## config.mk

```make
export PLATFORM = sky130hd
export DESIGN_NAME = display_scan_scheduler_flat
export DESIGN_NICKNAME = d
export VERILOG_FILES = /design/src/rtl/display_scan_scheduler_if.sv /design/src/rtl/display_scan_scheduler.sv /design/src/flat_wrapper.sv
export SDC_FILE = /design/constraint.sdc
export NUM_CORES = 1
export LEC_CHECK = 0
export CAP_MARGIN = 5
export CORE_MARGIN = 5
export CORE_UTILIZATION = 45
export DETAILED_ROUTE_END_ITERATION = 10
export GPL_TIMING_DRIVEN = 0
export HOLD_SLACK_MARGIN = 0.15
export PLACE_DENSITY = 0.67
export REMOVE_ABC_BUFFERS = 1
export SYNTH_ARGS = -nofsm -noshare
export SYNTH_HDL_FRONTEND = slang
export SYNTH_SLANG_ARGS = --single-unit
```

## constraint.sdc

```tcl
create_clock -name clk -period 2.9 [get_ports clk]
set_input_delay 0.58 -clock clk [delete_from_list [all_inputs] [get_ports clk]]
set_output_delay 0.58 -clock clk [all_outputs]
set_load 0.005 [all_outputs]
```

## src/rtl/display_scan_scheduler_if.sv

```systemverilog
// display_scan_scheduler_if
// Bundles the scan scheduler's load handshake, scan tick and display outputs.
//   master : drives t_1k, bcd_in, load, lz_en; observes the display outputs.
//   slave  : the scheduler; consumes the requests and drives the display side.
// Signals:
//   t_1k        scan tick, one clk wide
//   bcd_in      BCD value to display, digit 0 (units) in bits [3:0]
//   load        load request, held high until load_ack
//   load_ack    one-cycle pulse: bcd_in captured
//   lz_en       leading-zero suppression enable
//   an_en       one-hot digit enable, active-high, bit 0 = units
//   digit_bcd   BCD code of the currently selected digit
//   frame_start one-cycle pulse when the scan wraps to digit 0
//   bcd_err     sticky flag: a non-BCD nibble reached the display register
interface display_scan_scheduler_if #(
  parameter int N_DIGITS = 4
);
  logic                  t_1k;
  logic [4*N_DIGITS-1:0] bcd_in;
  logic                  load;
  logic                  load_ack;
  logic                  lz_en;
  logic [N_DIGITS-1:0]   an_en;
  logic [3:0]            digit_bcd;
  logic                  frame_start;
  logic                  bcd_err;

  modport master (
    output t_1k, bcd_in, load, lz_en,
    input  load_ack, an_en, digit_bcd, frame_start, bcd_err
  );

  modport slave (
    input  t_1k, bcd_in, load, lz_en,
    output load_ack, an_en, digit_bcd, frame_start, bcd_err
  );
endinterface

```

## src/rtl/display_scan_scheduler.sv

```systemverilog
// display_scan_scheduler
// Time-multiplexes N_DIGITS 7-segment digits. Each t_1k tick moves the scan to
// the next digit with BLANK_CYCLES clocks of all-off blanking in between. New
// values arrive through a pending register and are promoted to the display
// register only when the scan wraps to digit 0, so a frame never mixes values.
// Ports:
//   clk  system clock, rising edge
//   rst  synchronous active-high reset
//   bus  display_scan_scheduler_if.slave (see the interface for signal list)
module display_scan_scheduler #(
  parameter int N_DIGITS     = 4,
  parameter int BLANK_CYCLES = 8
) (
  input  logic                    clk,
  input  logic                    rst,
  display_scan_scheduler_if.slave bus
);

  localparam int                  IDX_W      = $clog2(N_DIGITS);
  localparam int                  DW         = 4 * N_DIGITS;
  localparam logic [IDX_W-1:0]    LAST_IDX   = IDX_W'(N_DIGITS - 1);
  localparam logic [IDX_W-1:0]    IDX_ZERO   = {IDX_W{1'b0}};
  localparam logic [7:0]          BLANK_LOAD = (BLANK_CYCLES > 0) ? 8'(BLANK_CYCLES - 1) : 8'd0;
  localparam logic [N_DIGITS-1:0] ONE_HOT0   = {{(N_DIGITS-1){1'b0}}, 1'b1};
  localparam logic [N_DIGITS-1:0] AN_OFF     = {N_DIGITS{1'b0}};

  typedef enum logic [1:0] {
    ST_IDLE  = 2'd0,
    ST_SHOW  = 2'd1,
    ST_BLANK = 2'd2
  } state_t;

  state_t              state_q;
  logic [IDX_W-1:0]    idx_q;
  logic [DW-1:0]       disp_q;
  logic [DW-1:0]       pend_q;
  logic                pend_valid_q;
  logic [7:0]          cnt_q;
  logic [N_DIGITS-1:0] an_en_q;
  logic [3:0]          digit_bcd_q;
  logic                load_ack_q;
  logic                frame_start_q;
  logic                bcd_err_q;

  logic [IDX_W-1:0]    idx_next_s;
  logic                wrap_s;
  logic                xfer_s;
  logic                capture_s;
  logic [DW-1:0]       disp_d;
  logic [DW-1:0]       pend_d;
  logic                pend_valid_d;
  logic [N_DIGITS-1:0] mask_s;

  // Selects one BCD nibble out of a packed multi-digit value.
  function automatic logic [3:0] nibble(input logic [DW-1:0] v, input logic [IDX_W-1:0] i);
    return v[{i, 2'b00} +: 4];
  endfunction

  // True when any nibble of the value is outside 0..9.
  function automatic logic bcd_invalid(input logic [DW-1:0] v);
    logic bad;
    bad = 1'b0;
    for (int k = 0; k < N_DIGITS; k++) begin
      if (v[4*k +: 4] > 4'd9) bad = 1'b1;
      else                    bad = bad;
    end
    return bad;
  endfunction

  // Per-digit enable mask. Walking from the top digit down, zero_run stays
  // set while every digit seen so far is 0; those digits are leading zeros.
  // Digit 0 is never suppressed, non-BCD digits are always blanked.
  function automatic logic [N_DIGITS-1:0] digit_mask(input logic [DW-1:0] v, input logic lz);
    logic [N_DIGITS-1:0] m;
    logic                zero_run;
    m        = {N_DIGITS{1'b0}};
    zero_run = 1'b1;
    for (int k = N_DIGITS - 1; k >= 0; k--) begin
      zero_run = zero_run & (v[4*k +: 4] == 4'd0);
      m[k]     = (v[4*k +: 4] <= 4'd9) & ~(lz & zero_run & (k != 0));
    end
    return m;
  endfunction

  // Next scan index, frame-boundary detection and double-buffer bookkeeping.
  // A capture only happens into an empty pending slot, so a request that
  // meets a full slot waits and is taken the cycle after the boundary drain.
  always_comb begin
    idx_next_s = (idx_q == LAST_IDX) ? IDX_ZERO : idx_q + 1'b1;

    wrap_s = 1'b0;
    if (bus.t_1k && (state_q == ST_IDLE)) begin
      wrap_s = 1'b1;
    end else if (bus.t_1k && (state_q == ST_SHOW) && (idx_q == LAST_IDX)) begin
      wrap_s = 1'b1;
    end else begin
      wrap_s = 1'b0;
    end

    xfer_s    = wrap_s & pend_valid_q;
    capture_s = bus.load & ~pend_valid_q;
    disp_d    = xfer_s ? pend_q : disp_q;

    pend_d       = pend_q;
    pend_valid_d = pend_valid_q;
    if (capture_s) begin
      pend_d       = bus.bcd_in;
      pend_valid_d = 1'b1;
    end else if (xfer_s) begin
      pend_d       = pend_q;
      pend_valid_d = 1'b0;
    end else begin
      pend_d       = pend_q;
      pend_valid_d = pend_valid_q;
    end

    // lz_en is sampled here only when a SHOW slot is entered below.
    mask_s = digit_mask(disp_d, bus.lz_en);
  end

  // Scan FSM together with the display/pending registers and all outputs.
  always_ff @(posedge clk) begin
    if (rst) begin
      state_q       <= ST_IDLE;
      idx_q         <= IDX_ZERO;
      disp_q        <= {DW{1'b0}};
      pend_q        <= {DW{1'b0}};
      pend_valid_q  <= 1'b0;
      cnt_q         <= 8'd0;
      an_en_q       <= AN_OFF;
      digit_bcd_q   <= 4'd0;
      load_ack_q    <= 1'b0;
      frame_start_q <= 1'b0;
      bcd_err_q     <= 1'b0;
    end else begin
      disp_q        <= disp_d;
      pend_q        <= pend_d;
      pend_valid_q  <= pend_valid_d;
      load_ack_q    <= capture_s;
      frame_start_q <= wrap_s;
      bcd_err_q     <= bcd_err_q | bcd_invalid(disp_d);

      case (state_q)
        ST_IDLE: begin
          if (bus.t_1k) begin
            state_q     <= ST_SHOW;
            idx_q       <= IDX_ZERO;
            an_en_q     <= ONE_HOT0 & mask_s;
            digit_bcd_q <= nibble(disp_d, IDX_ZERO);
          end else begin
            an_en_q <= AN_OFF;
          end
        end

        ST_SHOW: begin
          if (bus.t_1k) begin
            idx_q       <= idx_next_s;
            digit_bcd_q <= nibble(disp_d, idx_next_s);
            if (BLANK_CYCLES == 0) begin
              state_q <= ST_SHOW;
              an_en_q <= (ONE_HOT0 << idx_next_s) & mask_s;
            end else begin
              state_q <= ST_BLANK;
              an_en_q <= AN_OFF;
              cnt_q   <= BLANK_LOAD;
            end
          end else begin
            state_q <= ST_SHOW;
          end
        end

        // t_1k is deliberately ignored while blanking.
        ST_BLANK: begin
          if (cnt_q == 8'd0) begin
            state_q <= ST_SHOW;
            an_en_q <= (ONE_HOT0 << idx_q) & mask_s;
          end else begin
            cnt_q <= cnt_q - 8'd1;
          end
        end

        default: begin
          state_q <= ST_IDLE;
          an_en_q <= AN_OFF;
        end
      endcase
    end
  end

  assign bus.an_en       = an_en_q;
  assign bus.digit_bcd   = digit_bcd_q;
  assign bus.load_ack    = load_ack_q;
  assign bus.frame_start = frame_start_q;
  assign bus.bcd_err     = bcd_err_q;

endmodule
```

## src/flat_wrapper.sv

```systemverilog
// flat-port wrapper written by rule: the top's interface ports become plain ports
module display_scan_scheduler_flat 
#(
  parameter int N_DIGITS     = 4,
  parameter int BLANK_CYCLES = 8
)
  (clk, rst, bus_t_1k, bus_bcd_in, bus_load, bus_lz_en, bus_load_ack, bus_an_en, bus_digit_bcd, bus_frame_start, bus_bcd_err);
  display_scan_scheduler_if #(.N_DIGITS(N_DIGITS)) bus_i ();
  input  logic clk;
  input  logic rst;
  input wire logic [$bits(bus_i.t_1k)-1:0] bus_t_1k;
  input wire logic [$bits(bus_i.bcd_in)-1:0] bus_bcd_in;
  input wire logic [$bits(bus_i.load)-1:0] bus_load;
  input wire logic [$bits(bus_i.lz_en)-1:0] bus_lz_en;
  output wire logic [$bits(bus_i.load_ack)-1:0] bus_load_ack;
  output wire logic [$bits(bus_i.an_en)-1:0] bus_an_en;
  output wire logic [$bits(bus_i.digit_bcd)-1:0] bus_digit_bcd;
  output wire logic [$bits(bus_i.frame_start)-1:0] bus_frame_start;
  output wire logic [$bits(bus_i.bcd_err)-1:0] bus_bcd_err;
  assign bus_i.t_1k = bus_t_1k;
  assign bus_i.bcd_in = bus_bcd_in;
  assign bus_i.load = bus_load;
  assign bus_i.lz_en = bus_lz_en;
  assign bus_load_ack = bus_i.load_ack;
  assign bus_an_en = bus_i.an_en;
  assign bus_digit_bcd = bus_i.digit_bcd;
  assign bus_frame_start = bus_i.frame_start;
  assign bus_bcd_err = bus_i.bcd_err;
  display_scan_scheduler #(.N_DIGITS(N_DIGITS), .BLANK_CYCLES(BLANK_CYCLES)) u_core (.clk(clk), .rst(rst), .bus(bus_i));
endmodule
```

==> results of run 1 <==
==> cells by family after synthesis <==
family                   after synthesis
AND/OR/NAND/NOR                      141
AO/OA/AOI/OAI                         75
flip-flops                            56
buffers and inverters                 24
multiplexers                          12
XOR/XNOR                               6
adder cells (fa/ha/maj)                6
==> where the power goes <==
part | internal [W] | switching (W) | total [W]
sequential | 0.000820 | 0.0000528 | 0.000873
combinational | 0.000151 | 0.000176 | 0.000327
clock | 0.000262 | 0.000268 | 0.000530
total | 0.00123 | 0.000497 | 0.00173
==> stage by stage <==
step	setup TNS [ps]	utilization [%]	setup WS (ps)	instances	total power [W]
after CTS	0	54.7	33.1	414	0.00174
final	0	54.7	224	414	0.00173
after global placement	-1870	52.6	-303	406	0.00121
after detailed placement	-1150	52.5	-209	406	0.00122
after global routing	0	54.7	68.9	414	0.00183
after floorplan	0	-	545	303	0.00110
==> area by class of cell <==
type,instances,area (µm²)
inverter,7,26.3
multi-input combinational,240,1390
fill,533,2520
tap,72,90.1
timing repair buffer,31,305
clock buffer,5,68.8
sequential,56,1120
clock inverter,3,46.3
==> worst max path at each step <==
stage / cells after the start / start / endpoint
finish: 6 / u_core.idx_q[0]$_SDFFE_PP0P_ / u_core.bus.an_en[1]$_SDFFE_PP0P_
global route: 6 / u_core.idx_q[0]$_SDFFE_PP0P_ / u_core.bus.an_en[1]$_SDFFE_PP0P_
CTS: 6 / u_core.idx_q[0]$_SDFFE_PP0P_ / u_core.bus.an_en[1]$_SDFFE_PP0P_
detailed placement: 6 / bus_t_1k / u_core.bus.an_en[0]$_SDFFE_PP0P_
global placement: 4 / rst / u_core.bus.an_en[1]$_SDFFE_PP0P_
floorplan: 6 / u_core.idx_q[0]$_SDFFE_PP0P_ / u_core.bus.an_en[1]$_SDFFE_PP0P_
==> worst max-delay path: stages, from the launching register on <==
cell and delay, ps:
dfxtp_1 590, ha_1 430, nand2b_1 240, and3_2 460, mux2_2 430, a2111oi_4 360
a21o_1 110
==> registers in the layout, indices dropped and copies added (netlist names) <==
name,count
u_core.idx_q,2
u_core.pend_valid_q,1
u_core.cnt_q,8
u_core.bus.load_ack,1
u_core.bus.an_en,4
u_core.pend_q,16
u_core.bus.frame_start,1
u_core.bus.bcd_err,1
u_core.state_q,2
u_core.bus.digit_bcd,4
u_core.disp_q,16
==> metal layers <==
metal | global-route usage [%] | up-vias | routed length, µm
met5 | 0 | - | 0
met4 | 4.75 | 0 | 63
met3 | 3.36 | 5 | 274
met2 | 26.8 | 47 | 2660
met1 | 22.5 | 1037 | 2870
li1 | - | 1148 | -
==> placed cells by master (no fill, tap or decap), types with 5 or more instances in the layout <==
cell and n:
clkdlybuf4s50_1 30, nor3_1 8, o21ai_0 19, a21oi_1 31, nand2_1 66, nor2b_1 12, nor2_1 19, nand3_1 12
clkbuf_8 5, ha_1 6, nor4_1 7, dfxtp_1 56, nand2b_1 5, xor2_1 5, inv_1 7, mux2_2 10
==> repair_timing <==
item / CTS / global route
gates resized for setup: 1 / 1
endpoints found under the setup margin: 1 / 2
buffers inserted: 0 / 0
==> results_dict.tcl, run 1 <==
set metrics [dict create \
    status "completed" \
    avgViaCountPerCell 5.40 \
    clkLatencyLatePin_ps 310 \
    drv_cap 0 \
    floorplan.initialDensity_pct 46.7 \
    portBuffers 31 \
    io_pins 32 \
    critical_path_arrival_ps 2940 \
    r2r-end "u_core.bus.an_en[1]$_SDFFE_PP0P_" \
    slew_viol_final 0 \
    grt_pass1_wl_um 9980 \
    synth_edf_count 0 \
    ys_types 40 \
    place_congestion 0.832 \
    finClkSkew_ps 4.99 \
    grt_pass1_vias 2131 \
    vias 2237 \
    cp_max_fo 20 \
    synth_cells 320 \
    peakVddDrop_uv 257 \
    netlist_area_um2 2600 \
    synthMuxAreaShare_pct 5.09 \
    grt_max_degree 50 \
    synth-async-reset-ratio_pct 0 \
    synth_top_area_share_pct 43.0 \
    maxSlewHeadroom_pct 12.8 \
    first_iter_violations 137 \
    routed_wl_um 5870 \
    antenna_found_initial 0 \
    maxClockFrequency_mhz 374 \
    fin_area_um2 3050 \
    h-tree-depth 2 \
    ff2ff_path_depth 6 \
    areaGrowthSynthToFinish_pct 17.1 \
    grt_overflow 0 \
    period_needed_ps 2680 \
    yosysSeqAreaShare_pct 43.0 \
    ys.flop_type "dfxtp_1" \
    powerDensity_nw_per_um2 567 \
    cts_tree "built" \
    finalSetupViolCount 0 \
    drcViolationCount 0 \
    cp_data_required_time_ps 3160 \
    dieHeight_um 86.1 \
    synth.most_common_cell "nand2_1" \
    drive_gt1_share_pct 7.60 \
    cts_hold_buf 0 \
    whs_path_depth 2 \
    r2r-start "u_core.idx_q[0]$_SDFFE_PP0P_" \
    dp_hpwl_um 4140 \
    hold_ws_ps 456 \
    synth_top_family_by_area "simple AND/OR/NAND/NOR gates" \
    min_to "u_core.bus.an_en[3]$_SDFFE_PP0P_" \
    drtAntennaViolNets 0 \
    hp-class "reg -> reg" \
    synth_compound_area_share_pct 17.5 \
    antenna_cells 0 \
    yosys.area_share.simple_pct 25.7 \
    synth_xor_xnor_area_share_pct 2.02 \
    ys_ff_latch 56 \
    dr.pass1.iters 4 \
    nets 368 \
    yosys.area_share.adder_pct 2.88 \
    ys_warn_count 0 \
    synth_area_per_cell_um2 8.14 \
    start_kind "flip-flop" \
    cts_root_buffer "clkbuf_8" \
    worstSetupPathType "reg -> reg" \
    endpoint_kind "flip-flop" \
    placed_cell_area_um2 2930 \
    rows 27 \
    period_share_pct 92.3 \
    clkTransAtPathRegs_ps 100 \
    ys_top_cells_by_count "nand2_1 (66), dfxtp_1 (56), a21oi_1 (31), nor2_1 (19), o21ai_0 (19)" \
    die_area_um2 7410 \
    cts_buffers 5 \
    groute.usage.overall_pct 16.7 \
    tightest_slew_ps 1310 \
    rsz0062_at_grt "false" \
    hold_viol_final 0 \
    core_area_um2 5570 \
    wl_per_cell_um 14.2 \
    min-delay-start "u_core.bus.an_en[3]$_SDFFE_PP0P_" \
    r2r_slack_ps 220 \
    fp.dieW_um 86.1 \
    power_leakage_nw 1.11 \
    yosysTopAreaCell "dfxtp_1" \
    clock_path_buffers 2 \
    synth.area.top_cells "dfxtp_1 (43%), nand2_1 (9.5%), a21oi_1 (6.0%)" \
    cts.sinks 56 \
]
(Power assumes the default switching activity.)
==> run 2, diff against run 1 <==
Settings changed: CAP_MARGIN 5 to default, CELL_PAD_IN_SITES_DETAIL_PLACEMENT from default to 1, CELL_PAD_IN_SITES_GLOBAL_PLACEMENT from default to 2, CORE_UTILIZATION 45 to 33, PLACE_DENSITY 0.67 to default, PLACE_DENSITY_LB_ADDON from default to 0.1.
Clock period 2.9 ns to 2.81 ns, I/O delays scaled along.
==> run 2 against run 1 <==
Against the previous run:
- clock skew is 7.3 ps higher
- global-route usage down 1.7 points
- setup slack better by 100 ps
- critical path depth unchanged
- sequential share of layout area is 0.48 points lower
- sequential power is 3.7% higher
- die area is 32% higher
- hold slack gained 16 ps
- largest power group unchanged
- highest routed layer unchanged
==> results_dict.tcl, run 2 (synthesis gave the netlist of run 1 again) <==
set metrics [dict create \
    status "completed" \
    hold_ws_ps 472 \
    drtAntennaViolNets 0 \
    cts_buffers 5 \
    period_share_pct 88.3 \
    start_kind "primary input" \
    fp.dieW_um 98.8 \
    first_iter_violations 38 \
    whs_path_depth 2 \
    maxSlewHeadroom_pct 22.6 \
    portBuffers 31 \
    cts.sinks 56 \
    hp-class "reg -> reg" \
    avgViaCountPerCell 5.13 \
    dieHeight_um 98.8 \
    met2_usage_pct 24.9 \
    use_met3_pct 2.41 \
    drcViolationCount 0 \
    grt_pass1_vias 2415 \
    finalSetupViolCount 0 \
    place_congestion 0.792 \
    grt_max_degree 35 \
    dr.pass1.iters 4 \
    ff2ff_path_depth 6 \
    layout_setup_ws_ps 329 \
    grt_overflow 0 \
    dp_hpwl_um 5230 \
    peakVddDrop_uv 200 \
    drive_gt1_share_pct 8.75 \
    wl_per_cell_um 16.0 \
    rsz0062_at_grt "false" \
    most-common-layout-cells "nand2_1 (66), dfxtp_1 (55), a21oi_1 (31), clkdlybuf4s50_1 (30)" \
    areaGrowthSynthToFinish_pct 18.8 \
    critical_path_arrival_ps 2760 \
    die_area_um2 9770 \
    clkLatencyLatePin_ps 320 \
    reg_top3 "u_core.disp_q (16), u_core.pend_q (16), u_core.cnt_q (8)" \
    antenna_cells 0 \
    pre_cts_slack_ps -354 \
    cts_root_buffer "clkbuf_8" \
    finClkSkew_ps 12.3 \
    layout_commonest_cell "nand2_1" \
    placed_cell_area_um2 2990 \
    period_needed_ps 2480 \
    endpoint_kind "flip-flop" \
    routed_wl_um 7110 \
    cp_max_fo 20 \
    rows 32 \
    cts_tree "built" \
    clkTransAtPathRegs_ps 110 \
    slew_viol_final 0 \
    h-tree-depth 2 \
    cts_hold_buf 0 \
    grt_pass1_wl_um 11900 \
    maxClockFrequency_mhz 403 \
    vias 2281 \
    post-cts-setup-buffers 0 \
    core_area_um2 7730 \
    cp_data_required_time_ps 3080 \
    powerDensity_nw_per_um2 562 \
    fin_area_um2 3090 \
    hold_viol_final 0 \
    busiest_layer "met2" \
    antenna_found_initial 0 \
    grtUsageMet1_pct 20.1 \
    tightest_slew_ps 1150 \
    io_pins 32 \
    cts_resized 2 \
    floorplan.initialDensity_pct 33.7 \
    drv_cap 0 \
    groute.usage.overall_pct 14.9 \
    clock_path_buffers 2 \
    worstSetupPathType "in -> reg" \
    power_leakage_nw 1.11 \
    nets 369 \
]
-- run 2: cell types whose count changed in the layout (fill, tap and decap cells not counted), sizes merged --
cell	before	now
inv	8	9
buf	1	2
bufinv	1	0
-- run 2: area by class of cell --
cell class	instances	area (µm²)
Inverter	7	26.3
Clock buffer	5	68.8
Timing Repair Buffer	32	325
Sequential cell	56	1120
Fill cell	932	4630
Tap cell	102	128
Clock inverter	3	26.3
Multi-Input combinational cell	240	1400
-- run 2: critical path: stages --
cell and delay [ps]:
clkdlybuf4s50_1 520, nor2b_2 270, and3_2 490, mux2_2 440, a2111oi_4 350, a21o_1 110
-- run 2: metrics by stage --
stage | setup TNS (ps) | util, % | total power [W] | cells
floorplan | 0 | - | 0.00113 | 303
global placement | -5550 | 38.5 | 0.00127 | 436
detailed placement | -3620 | 38.6 | 0.00128 | 437
CTS | 0 | 40.0 | 0.00176 | 445
global route | 0 | 40.0 | 0.00183 | 445
finish | 0 | 40.0 | 0.00174 | 445
-- run 2: path summary, 6_finish.rpt --
path	slack, ps	startpoint	end
max	330	bus_t_1k	u_core.bus.an_en[1]$_SDFFE_PP0P_
min	470	u_core.bus.an_en[3]$_SDFFE_PP0P_	u_core.bus.an_en[3]$_SDFFE_PP0P_
max reg2reg	340	u_core.idx_q[0]$_SDFFE_PP0P_	u_core.bus.an_en[1]$_SDFFE_PP0P_
min reg2reg	470	u_core.bus.an_en[3]$_SDFFE_PP0P_	u_core.bus.an_en[3]$_SDFFE_PP0P_
-- run 2: layer usage --
metal  part of all wire (%)  vias up  wire [µm]
li1                       -     1145          -
met1                     49     1105       3450
met2                     47       25       3370
met3                    3.1        6        221
met4                   0.91        0         65
met5                      0        -          0
-- run 2: power breakdown --
part / internal (W) / switching (W)
Clock: 0.000185 / 0.000297
Combinational: 0.000159 / 0.000193
Sequential: 0.000847 / 0.0000584
Total: 0.00119 / 0.000549
==> run 3, diff against run 2 <==
Settings changed: CORE_UTILIZATION 33 to 34, CTS_BUF_LIST from default to sky130_fd_sc_hd__clkbuf_8.
==> run 3 against run 2 <==
Against the previous run:
- cell count stayed put
- hold slack worse by 14 ps
- register-to-register slack worse by 180 ps
- final area is 0.28% lower
- total power is 1.4% lower
- clock power is 4% lower
- global-route usage is 0.23 points higher
- clock-buffer cell count stayed put
- first-iteration DRC count is 76% higher
- sequential cell count stayed put
- combinational power is 1% lower
- critical path depth stayed put
- critical path type is now reg -> reg
- highest routed layer unchanged
==> results_dict.tcl, run 3 (synthesis gave the netlist of run 1 again) <==
set metrics [dict create \
    most-common-layout-cells "nand2_1 (66), dfxtp_1 (56), a21oi_1 (31), clkdlybuf4s50_1 (30)" \
    clock_path_buffers 2 \
    cts_buffers 5 \
    p_comb_share_pct 20.2 \
    power.switching_w 0.000532 \
    hp-class "reg -> reg" \
    worstSetupPathType "reg -> reg" \
    clkLatencyLatePin_ps 320 \
    finClkSkew_ps 10.7 \
    clock_power_share_pct 27.0 \
    place_congestion 0.751 \
    tns_ps 0 \
    rows 32 \
    placed_cell_area_um2 2990 \
    tightest_slew_ps 1270 \
    maxSlewHeadroom_pct 15.4 \
    cts_root_buffer "clkbuf_8" \
    r2r_slack_ps 160 \
    core_area_um2 7610 \
    layout_commonest_cell "nand2_1" \
    period_share_pct 94.4 \
    grt_pass1_wl_um 11900 \
    status "completed" \
    groute.usage.overall_pct 15.1 \
    portBuffers 31 \
    pwr-share-seq_pct 52.8 \
    drcViolationCount 0 \
    finalSetupViolCount 0 \
    dp_hpwl_um 5120 \
    nFillCells 947 \
    cts_hold_buf 0 \
    dr.pass1.iters 4 \
    areaGrowthSynthToFinish_pct 18.4 \
    antenna_cells 0 \
    p_sw_share_pct 31.0 \
    drtAntennaViolNets 0 \
    period_needed_ps 2650 \
    rsz0062_at_grt "true" \
    cts_tree "built" \
    post-route-util_pct 40.6 \
    wl_per_cell_um 15.6 \
    fp.dieW_um 97.5 \
    powerDensity_nw_per_um2 556 \
    grt_max_degree 35 \
    start_kind "flip-flop" \
    drv_cap 0 \
    endpoint_kind "flip-flop" \
    power_w 0.00171 \
    dieHeight_um 97.5 \
    grt_pass1_vias 2406 \
    vias 2271 \
    cts.sinks 56 \
    antenna_found_initial 0 \
    h-tree-depth 2 \
    io_pins 32 \
    slew_viol_final 0 \
    reg_top3 "u_core.disp_q (16), u_core.pend_q (16), u_core.cnt_q (8)" \
    avgViaCountPerCell 5.10 \
    nets 369 \
    peakVddDrop_uv 282 \
    critical_path_arrival_ps 2920 \
    p_int_w 0.00118 \
    drive_gt1_share_pct 8.16 \
    die_area_um2 9510 \
    multi_input_area_um2 1400 \
    post-cts-setup-buffers 0 \
    grt_overflow 0 \
    maxClockFrequency_mhz 377 \
    hold_viol_final 0 \
    power_leakage_nw 1.10 \
    cp_max_fo 20 \
    cp_data_required_time_ps 3080 \
    routed_wl_um 6960 \
    area.sequential_um2 1120 \
    floorplan.initialDensity_pct 34.2 \
    fin_area_um2 3090 \
    clkTransAtPathRegs_ps 100 \
    first_iter_violations 67 \
]
[run 3: per-layer routing]
| layer | share of wire [%] | global-route usage (%) |
|---|---|---|
| met4 | 0.92 | 3.83 |
| met5 | 0 | 0 |
| met3 | 2.4 | 2.44 |
| met1 | 50 | 20.5 |
| met2 | 47 | 25.1 |
[run 3: layout make-up]
type                       instances  share of cell area (%)
tap                              102                    4.14
inverter                           7                   0.852
timing repair buffer              32                    10.5
multi-input combinational        240                    45.2
clock inverter                     3                   0.689
clock buffer                       5                    2.23
sequential                        56                    36.3
[run 3: repair_timing]
item | CTS | global route
gates cloned | 0 | 0
endpoints found under the setup margin | 17 | 5
resized for setup | 2 | 1
[run 3: power groups by stage]
| stage | sequential, W | clock [W] | combinational [W] |
|---|---|---|---|
| finish | 0.000905 | 0.000463 | 0.000347 |
| global route | 0.000915 | 0.000518 | 0.000396 |
| CTS | 0.000906 | 0.000482 | 0.000354 |
| detailed placement | 0.000924 | 0 | 0.000352 |
| global placement | 0.000923 | 0 | 0.000345 |
| floorplan | 0.000908 | 0 | 0.000226 |
[run 3: through the flow]
stage	hold slack (ps)	std cells	setup slack (ps)
2_1_floorplan	428	303	455
3_3_place_gp	445	436	-492
3_5_place_dp	446	437	-338
4_1_cts	461	445	73.7
5_1_grt	493	445	-12.0
6_report	458	445	157
[run 3: worst paths after layout]
| kind | startpoint | endpoint | depth (start not counted) |
|---|---|---|---|
| hold / removal | u_core.bus.an_en[3]$_SDFFE_PP0P_ | u_core.bus.an_en[3]$_SDFFE_PP0P_ | 2 |
| setup reg to reg | u_core.idx_q[0]$_SDFFE_PP0P_ | u_core.bus.an_en[1]$_SDFFE_PP0P_ | 6 |
| hold reg to reg | u_core.bus.an_en[3]$_SDFFE_PP0P_ | u_core.bus.an_en[3]$_SDFFE_PP0P_ | 2 |
| setup / recovery | u_core.idx_q[0]$_SDFFE_PP0P_ | u_core.bus.an_en[1]$_SDFFE_PP0P_ | 6 |
[run 3: worst max-delay path, stage by stage, from the launching register on]
cell and delay (ps):
dfxtp_1 600, ha_2 380, nand2b_1 220, and3_2 480, mux2_2 440, a2111oi_4 370, a21o_1 110
